**src/rtl/rs_fifo_ctrl.sv**
```systemverilog
// rs_fifo_ctrl: sequencer for the received-symbol FIFO of the RS(16,8) decoder.
// Writes incoming symbols under backpressure, counts complete codewords, queues
// correction-ready requests and reads each codeword as a contiguous N-cycle burst.
// Ports:
//   clk, rst_n         clock (rising edge), async active-low reset
//   in_valid/in_data   input symbol stream; in_ready accepts this cycle
//   corr_start         pulse: correction data for the oldest unread codeword ready
//   fifo_rst/wr/rd/din FIFO control (FIFO has sync active-high reset, 1-cycle read)
//   out_valid/sop/eop  status aligned with the FIFO's registered dataout
//   out_idx            symbol index of the current output
//   cw_stored          complete codewords buffered and unread
//   busy               read burst in progress
//   err_pend_ovf       sticky: request dropped because the pending counter was full
module rs_fifo_ctrl #(
    parameter int unsigned WIDTH  = 8,
    parameter int unsigned N      = 16,
    parameter int unsigned DEPTH  = 132,
    parameter int unsigned PEND_W = 3
) (
    input  logic             clk,
    input  logic             rst_n,
    input  logic             in_valid,
    input  logic [WIDTH-1:0] in_data,
    output logic             in_ready,
    input  logic             corr_start,
    output logic             fifo_rst,
    output logic             fifo_wr,
    output logic             fifo_rd,
    output logic [WIDTH-1:0] fifo_din,
    output logic             out_valid,
    output logic             out_sop,
    output logic             out_eop,
    output logic [3:0]       out_idx,
    output logic [3:0]       cw_stored,
    output logic             busy,
    output logic             err_pend_ovf
);

    localparam int unsigned CNT_W = $clog2(DEPTH + 1);
    localparam int unsigned IDX_W = 4;
    localparam logic [IDX_W-1:0]  IDX_LAST = IDX_W'(N - 1);
    localparam logic [PEND_W-1:0] PEND_MAX = '1;

    typedef enum logic {S_IDLE, S_READ} state_t;

    state_t             r_state;
    state_t             w_state_nxt;
    logic               r_fifo_rst;
    logic [CNT_W-1:0]   r_sym_cnt;
    logic [IDX_W-1:0]   r_wr_idx;
    logic [IDX_W-1:0]   r_rd_idx;
    logic [IDX_W-1:0]   w_rd_idx_nxt;
    logic [3:0]         r_cw_stored;
    logic [PEND_W-1:0]  r_pend;
    logic               r_err_pend_ovf;
    logic               r_out_valid;
    logic               r_out_sop;
    logic               r_out_eop;
    logic [IDX_W-1:0]   r_out_idx;
    logic               w_in_ready;
    logic               w_wr;
    logic               w_rd;
    logic               w_start;
    logic               w_can_start;
    logic               w_cw_done;

    // Write handshake and occupancy-based backpressure
    assign w_in_ready  = !r_fifo_rst && (r_sym_cnt < CNT_W'(DEPTH));
    assign w_wr        = in_valid && w_in_ready;
    assign w_rd        = (r_state == S_READ);
    assign w_cw_done   = w_wr && (r_wr_idx == IDX_LAST);
    assign w_can_start = (r_pend != '0) && (r_cw_stored != '0);

    assign in_ready     = w_in_ready;
    assign fifo_wr      = w_wr;
    assign fifo_din     = in_data;
    assign fifo_rd      = w_rd;
    assign busy         = w_rd;
    assign fifo_rst     = r_fifo_rst;
    assign cw_stored    = r_cw_stored;
    assign err_pend_ovf = r_err_pend_ovf;
    assign out_valid    = r_out_valid;
    assign out_sop      = r_out_sop;
    assign out_eop      = r_out_eop;
    assign out_idx      = r_out_idx;

    // FIFO reset: set asynchronously, held one cycle past reset release
    always_ff @(posedge clk or negedge rst_n) begin
        if (!rst_n) r_fifo_rst <= 1'b1;
        else        r_fifo_rst <= 1'b0;
    end

    // FSM state register
    always_ff @(posedge clk or negedge rst_n) begin
        if (!rst_n) begin
            r_state  <= S_IDLE;
            r_rd_idx <= '0;
        end else begin
            r_state  <= w_state_nxt;
            r_rd_idx <= w_rd_idx_nxt;
        end
    end

    // FSM next state; burst start also fires back-to-back at the last symbol
    always_comb begin
        w_state_nxt  = r_state;
        w_start      = 1'b0;
        w_rd_idx_nxt = r_rd_idx;
        case (r_state)
            S_IDLE: begin
                w_rd_idx_nxt = '0;
                if (w_can_start) begin
                    w_state_nxt = S_READ;
                    w_start     = 1'b1;
                end
            end
            S_READ: begin
                if (r_rd_idx == IDX_LAST) begin
                    w_rd_idx_nxt = '0;
                    if (w_can_start) w_start     = 1'b1;
                    else             w_state_nxt = S_IDLE;
                end else begin
                    w_rd_idx_nxt = r_rd_idx + IDX_W'(1);
                end
            end
            default: begin
                w_state_nxt  = S_IDLE;
                w_rd_idx_nxt = '0;
            end
        endcase
    end

    // Symbol occupancy and write index
    always_ff @(posedge clk or negedge rst_n) begin
        if (!rst_n) begin
            r_sym_cnt <= '0;
            r_wr_idx  <= '0;
        end else begin
            if (w_wr && !w_rd)      r_sym_cnt <= r_sym_cnt + CNT_W'(1);
            else if (w_rd && !w_wr) r_sym_cnt <= r_sym_cnt - CNT_W'(1);
            if (w_wr) r_wr_idx <= (r_wr_idx == IDX_LAST) ? '0 : r_wr_idx + IDX_W'(1);
        end
    end

    // Codeword and pending-request counters
    always_ff @(posedge clk or negedge rst_n) begin
        if (!rst_n) begin
            r_cw_stored    <= '0;
            r_pend         <= '0;
            r_err_pend_ovf <= 1'b0;
        end else begin
            if (w_cw_done && !w_start)      r_cw_stored <= r_cw_stored + 4'd1;
            else if (w_start && !w_cw_done) r_cw_stored <= r_cw_stored - 4'd1;

            if (corr_start && !w_start) begin
                if (r_pend == PEND_MAX) r_err_pend_ovf <= 1'b1;
                else                    r_pend <= r_pend + PEND_W'(1);
            end else if (w_start && !corr_start) begin
                r_pend <= r_pend - PEND_W'(1);
            end
        end
    end

    // Output tags delayed one cycle to line up with the FIFO's registered dataout
    always_ff @(posedge clk or negedge rst_n) begin
        if (!rst_n) begin
            r_out_valid <= 1'b0;
            r_out_sop   <= 1'b0;
            r_out_eop   <= 1'b0;
            r_out_idx   <= '0;
        end else begin
            r_out_valid <= w_rd;
            r_out_sop   <= w_rd && (r_rd_idx == '0);
            r_out_eop   <= w_rd && (r_rd_idx == IDX_LAST);
            r_out_idx   <= r_rd_idx;
        end
    end

endmodule

```
**config.mk**
```make
export PLATFORM = sky130hd
export DESIGN_NAME = rs_fifo_ctrl
export DESIGN_NICKNAME = d
export VERILOG_FILES = /design/src/rtl/rs_fifo_ctrl.sv
export SDC_FILE = /design/constraint.sdc
export NUM_CORES = 1
export LEC_CHECK = 0
export BUFFER_PORTS_ARGS = -buffer_cell sky130_fd_sc_hd__buf_4
export CAP_MARGIN = 20
export CORE_MARGIN = 2
export CORE_UTILIZATION = 41
export DETAILED_ROUTE_END_ITERATION = 12
export GPL_TIMING_DRIVEN = 0
export SYNTH_ARGS = -nofsm -noshare
export SYNTH_HDL_FRONTEND = slang
export SYNTH_SLANG_ARGS = --single-unit
```
**constraint.sdc**
```tcl
create_clock -name clk -period 4.27 [get_ports clk]
set_input_delay 0.2135 -clock clk [delete_from_list [all_inputs] [get_ports clk]]
set_output_delay 0.2135 -clock clk [all_outputs]
set_load 0.005 [all_outputs]
```
* Word level (Yosys, flattened, before mapping)
Cells that the tools add are included.
** Word-level totals
- Register bits after elaboration :: 33
- Output and inout port bits :: 25
- Input bits :: 12
- Logic and storage cells :: 67
** Cells by class
- $lt $le $gt $ge :: 1
- $add $sub $neg :: 8
- Bitwise gates (word level) :: 1
- Equality and inequality tests :: 4
- Multiplexer cells :: 15
- Reductions and logical operators :: 26
** Operators by type and width (count)
- $mux W4 :: 4
- $mux W8 :: 2
- $add A4 B1 Y4 const B :: 3
- $logic_and A1 B1 Y1 :: 12
- $mux W3 :: 3
- $add A8 B1 Y8 const B :: 1
- $eq A4 B4 Y1 const B :: 2
- $lt A8 B8 Y1 const B :: 1
- $pmux W4 S2 :: 1
- $sub A8 B1 Y8 const B :: 1
- $logic_not A1 Y1 :: 6
- $reduce_bool A2 Y1 :: 3
- $logic_not A4 Y1 :: 1
- $pmux W1 S2 :: 2
- $reduce_and A2 Y1 :: 2
- $reduce_bool A4 Y1 :: 1
- $sub A4 B1 Y4 const B :: 1
- $add A3 B1 Y3 const B :: 1
- $eq A3 B3 Y1 const B :: 1
- $mux W1 :: 3
- $reduce_bool A3 Y1 :: 1
- $sub A3 B1 Y3 const B :: 1
- $ne A2 B2 Y1 const B :: 1
- $not A1 Y1 :: 1

* Depth between registers and ports, before layout
- Depth in word-level cells :: 9
- Gate-level depth with buffers :: 13
- Mapped depth without buffers :: 12

* Worst setup path before layout
No wires, ideal clock.
- Path type :: register to register
- From :: reg r_sym_cnt[6]
- To :: reg r_sym_cnt[6]
- Data arrival time :: 2.992 ns
- Library setup time :: 0.069 ns
- Period minus slack after synthesis :: 3.061 ns
- Stages on the path, launching flop included :: 13
- Path slack :: 1.209 ns
- Cell sequence :: dfrtp_1 or4_1 o21ai_1 and3_1 buf_6 ha_1 inv_1 fa_1 a21o_1 a21oi_1 nor2b_1 or4_1 nand3_1
** On the way
- Cells in the longest elaborated chain, start to end :: 6
- Elaborated cells on any way between the ends :: 11
- Those cells by class :: add/sub: 2; order compare: 1; mux: 2; reduce/logical: 6
** RTL lines
- from (decl) :: RTL line 49 : logic [CNT_W-1:0] r_sym_cnt;
- from (signal assigned) :: RTL line 139 : if (w_wr && !w_rd) r_sym_cnt <= r_sym_cnt + CNT_W'(1);
- from (signal assigned) :: RTL line 140 : else if (w_rd && !w_wr) r_sym_cnt <= r_sym_cnt - CNT_W'(1);
- $lt A8 B8 Y1 * :: RTL line 68 : assign w_in_ready = !r_fifo_rst && (r_sym_cnt < CNT_W'(DEPTH));
- $logic_and A1 B1 Y1 * :: RTL line 68
- $logic_and A1 B1 Y1 * :: RTL line 69 : assign w_wr = in_valid && w_in_ready;
- net fifo_wr :: RTL line 27 : output logic fifo_wr,
- $logic_not A1 Y1 :: RTL line 140
- $logic_and A1 B1 Y1 :: RTL line 140
- $reduce_bool A2 Y1 (no line)
Mark *: on every way through the listed nets, which the timed path passes. The rest lies on a longest branch. The select of a mux whose other input is x is not followed.
A chain may end at the register's enable or synchronous reset.

* Final worst setup path
- From :: reg r_sym_cnt[6]
- To :: reg r_sym_cnt[6]
** On the way
- Cells in the longest elaborated chain, start to end :: 6
- Elaborated cells on any way between the ends :: 11
- Those cells by class :: add/sub: 2; order compare: 1; mux: 2; reduce/logical: 6
** RTL lines (RTL line)
- $lt A8 B8 Y1 :: 68
- $logic_and A1 B1 Y1 :: 68
- $logic_and A1 B1 Y1 :: 69
- $logic_not A1 Y1 :: 140
- $logic_and A1 B1 Y1 :: 140
- $reduce_bool A2 Y1 (no line)
Parallel ways exist; a longest one is shown, timed or not. The select of a mux whose other input is x is not followed.

==> results.py <==
metrics = {
    "sta": {
        "hold_viol_final": 0,
        "skew_ns": 0.00901,
        "finalSetupViolCount": 0,
        "timing.fmax_mhz": 294,
        "finalCritPeriodShare_pct": 79.6,
        "period_needed_ns": 3.40,
        "slew_viol_final": 0,
        "hold_slack_ns": 0.275,
        "fin_setup_tns_ns": 0,
        "rsz0062_at_grt": "no",
    },
    "critical_path": {
        "crit_path_end_kind": "register",
        "startpoint_type": "register",
        "r2r-start": "r_sym_cnt[6]",
        "arrival_ns": 3.62,
        "required_ns": 4.49,
        "reg2reg_depth": 12,
        "cp-startpoint": "r_sym_cnt[6]",
        "rrSetupSlack_ns": 0.87,
        "endpoint": "r_sym_cnt[6]",
        "timing.rr.end": "r_sym_cnt[6]",
        "crit_type": "register to register",
        "path_max_fanout": 9,
    },
    "detailed_routing": {
        "ant_nets": 0,
        "drt_iter0_drc": 117,
        "wl_um": 3440,
        "drc_errors": 0,
        "vias": 1384,
        "viasPerCell": 5.14,
        "drt_first_pass_iters": 4,
        "routedWlPerCell_um": 12.8,
    },
    "placed_design": {
        "gp_congestion": 0.818,
        "io_buffers": 28,
        "placed_cells": 260,
        "dp_hpwl_um": 2550,
    },
    "logic_synthesis": {
        "synth-main-ff-cell": "dfrtp_1",
        "synth_cell_types": 44,
        "ys.warnings.count": 0,
        "ys_seq_area_share_pct": 44.4,
        "yosysMostFrequentCell": "dfrtp_1",
        "syn_inst": 180,
        "synth_top_area_cell": "dfrtp_1",
        "synth_edf_count": 0,
        "synthTopCellsByCount": "32 x dfrtp_1, 18 x nand2_1, 13 x ha_1",
        "synthArstFlopShare_pct": 100,
        "synthesis.nets": 208,
        "syn-mean-instance-area_um2": 10.4,
        "ys_seq_elements": 33,
        "netlist_top_cells_area": "dfrtp_1 43%, ha_1 8.7%, buf_4 3.6%",
        "syn-cell-area_um2": 1860,
        "yosysTopAreaCellShare_pct": 43.0,
    },
    "clock_tree": {
        "cts_sinks": 33,
        "root_buffer": "clkbuf_8",
        "ctsLongestPathBuffers": 2,
        "htree_levels": 2,
        "cts_buffers": 5,
        "clk_latency_ns": 0.29,
        "tritoncts": "built",
        "clk_pin_slew_ns": 0.07,
    },
    "worst_hold_path": {
        "hold_path_class": "primary input to register",
        "holdPathStages": 3,
    },
    "pwr": {
        "leakagePower_nw": 1.03,
        "peakVddDrop_mv": 0.305,
        "p_per_area_nw_per_um2": 705,
    },
    "cells_and_area": {
        "final_cells": 269,
        "n_antenna_cell": 0,
        "fin_nets": 244,
        "nFillCells": 400,
        "areaGrowthSynthToFinish_pct": 21.5,
        "fin_util_pct": 52.0,
        "drive_gt1_share_pct": 26.7,
    },
    "die": {
        "die_h_um": 71.4,
        "fp.dieW_um": 71.4,
        "core_um2": 4350,
        "ioPinCount": 37,
        "row_count": 24,
        "start_util_pct": 42.8,
        "die_area_um2": 5100,
    },
    "global_route": {
        "grt_max_degree": 34,
        "grt_pass1_vias": 1408,
        "track_usage_pct": 15.1,
        "grt_pass1_wl_um": 6170,
        "overflow": 0,
        "antenna_found_initial": 0,
    },
    "outcome": {
        "status": "finished clean",
    },
    "job": {
        "maxCapViolations": 0,
    },
}
kinds of logic after synthesis:
logic type / Yosys count / synth area share [%]
AO/OA/AOI/OAI: 36 / 13.1
XOR/XNOR: 11 / 5.17
adder cells (fa/ha/maj): 16 / 11.9
buffers and inverters: 20 / 6.24
flip-flops: 33 / 44.4
multiplexers: 4 / 2.42
other: 1 / 0.201
AND/OR/NAND/NOR: 59 / 16.6
stage by stage:
stage | area (um2) | setup WS [ns] | total power [W]
4_1_cts | 2260 | 0.855 | 0.00161
3_5_place_dp | 2140 | 0.890 | 0.00131
5_1_grt | 2260 | 0.643 | 0.00175
3_3_place_gp | 2140 | 0.905 | 0.00127
6_report | 2260 | 0.870 | 0.00160
2_1_floorplan | 1860 | 1.21 | 0.00109
report_power, final:
group,internal (W),total [W],leakage (nW),switching (W)
registers,0.000458,0.000610,0.383,0.000151
clock network,0.000175,0.000297,0.0543,0.000123
logic,0.000375,0.000690,0.593,0.000314
placed cells by master, fill, tap and decap left out, types with 5 or more instances in the layout:
master	count
inv_1	8
o21ai_0	9
a21oi_1	9
xnor2_1	7
buf_4	37
nor2_1	10
nand2_1	18
dfrtp_1	32
nand3_1	6
ha_1	13
clkbuf_8	5
worst max-delay path, stage by stage, from the launching register on:
cell	delay (ns)
dfrtp_1	0.40
or4_1	0.53
o21ai_1	0.18
and3_1	0.19
buf_6	0.13
ha_1	0.20
inv_1	0.18
fa_1	0.45
a21o_1	0.19
a21oi_1	0.23
nor2b_1	0.09
or4_1	0.48
nand3_1	0.09
layer usage:
metal  GRT usage, %  vias up  wire (um)
met1           18.4      661       1510
met5              0        -          0
met4           5.24        0         19
met2           25.0       34       1750
met3           5.34        2        171
li1               -      687          -
timing repair:
item | 4_1_cts | 5_1_grt
gates resized for setup | 0 | 0
setup buffers | 0 | 0
hold endpoints to repair | 32 | 0
hold buffers | 1 | 0
sequential cells by signal, summed over array words and instances (netlist names), 3 cells and up:
signal / count
r_sym_cnt: 8
cw_stored: 4
out_idx: 4
r_rd_idx: 4
r_wr_idx: 4
r_pend: 3
cell type report:
cell class	count	area, um2	area share (%)
well taps	52	65.1	2.87
flip-flops and latches	33	827	36.5
clock inverters	3	46.3	2.04
repair buffers	29	220	9.72
multi-input cells	127	921	40.7
clock buffers	5	68.8	3.04
inverters	8	30.0	1.33
plain buffers	12	86.3	3.81
worst min-delay path by stage:
stage,start,endpoint,slack (ns)
floorplan,rst_n,busy,-0.08
global placement,rst_n,r_sym_cnt[2],0.18
global route,corr_start,r_pend[1],0.29
detailed placement,rst_n,r_sym_cnt[2],0.19
CTS,corr_start,r_pend[1],0.27
finish,corr_start,r_pend[1],0.28
Power figures use the tool's default switching activity.
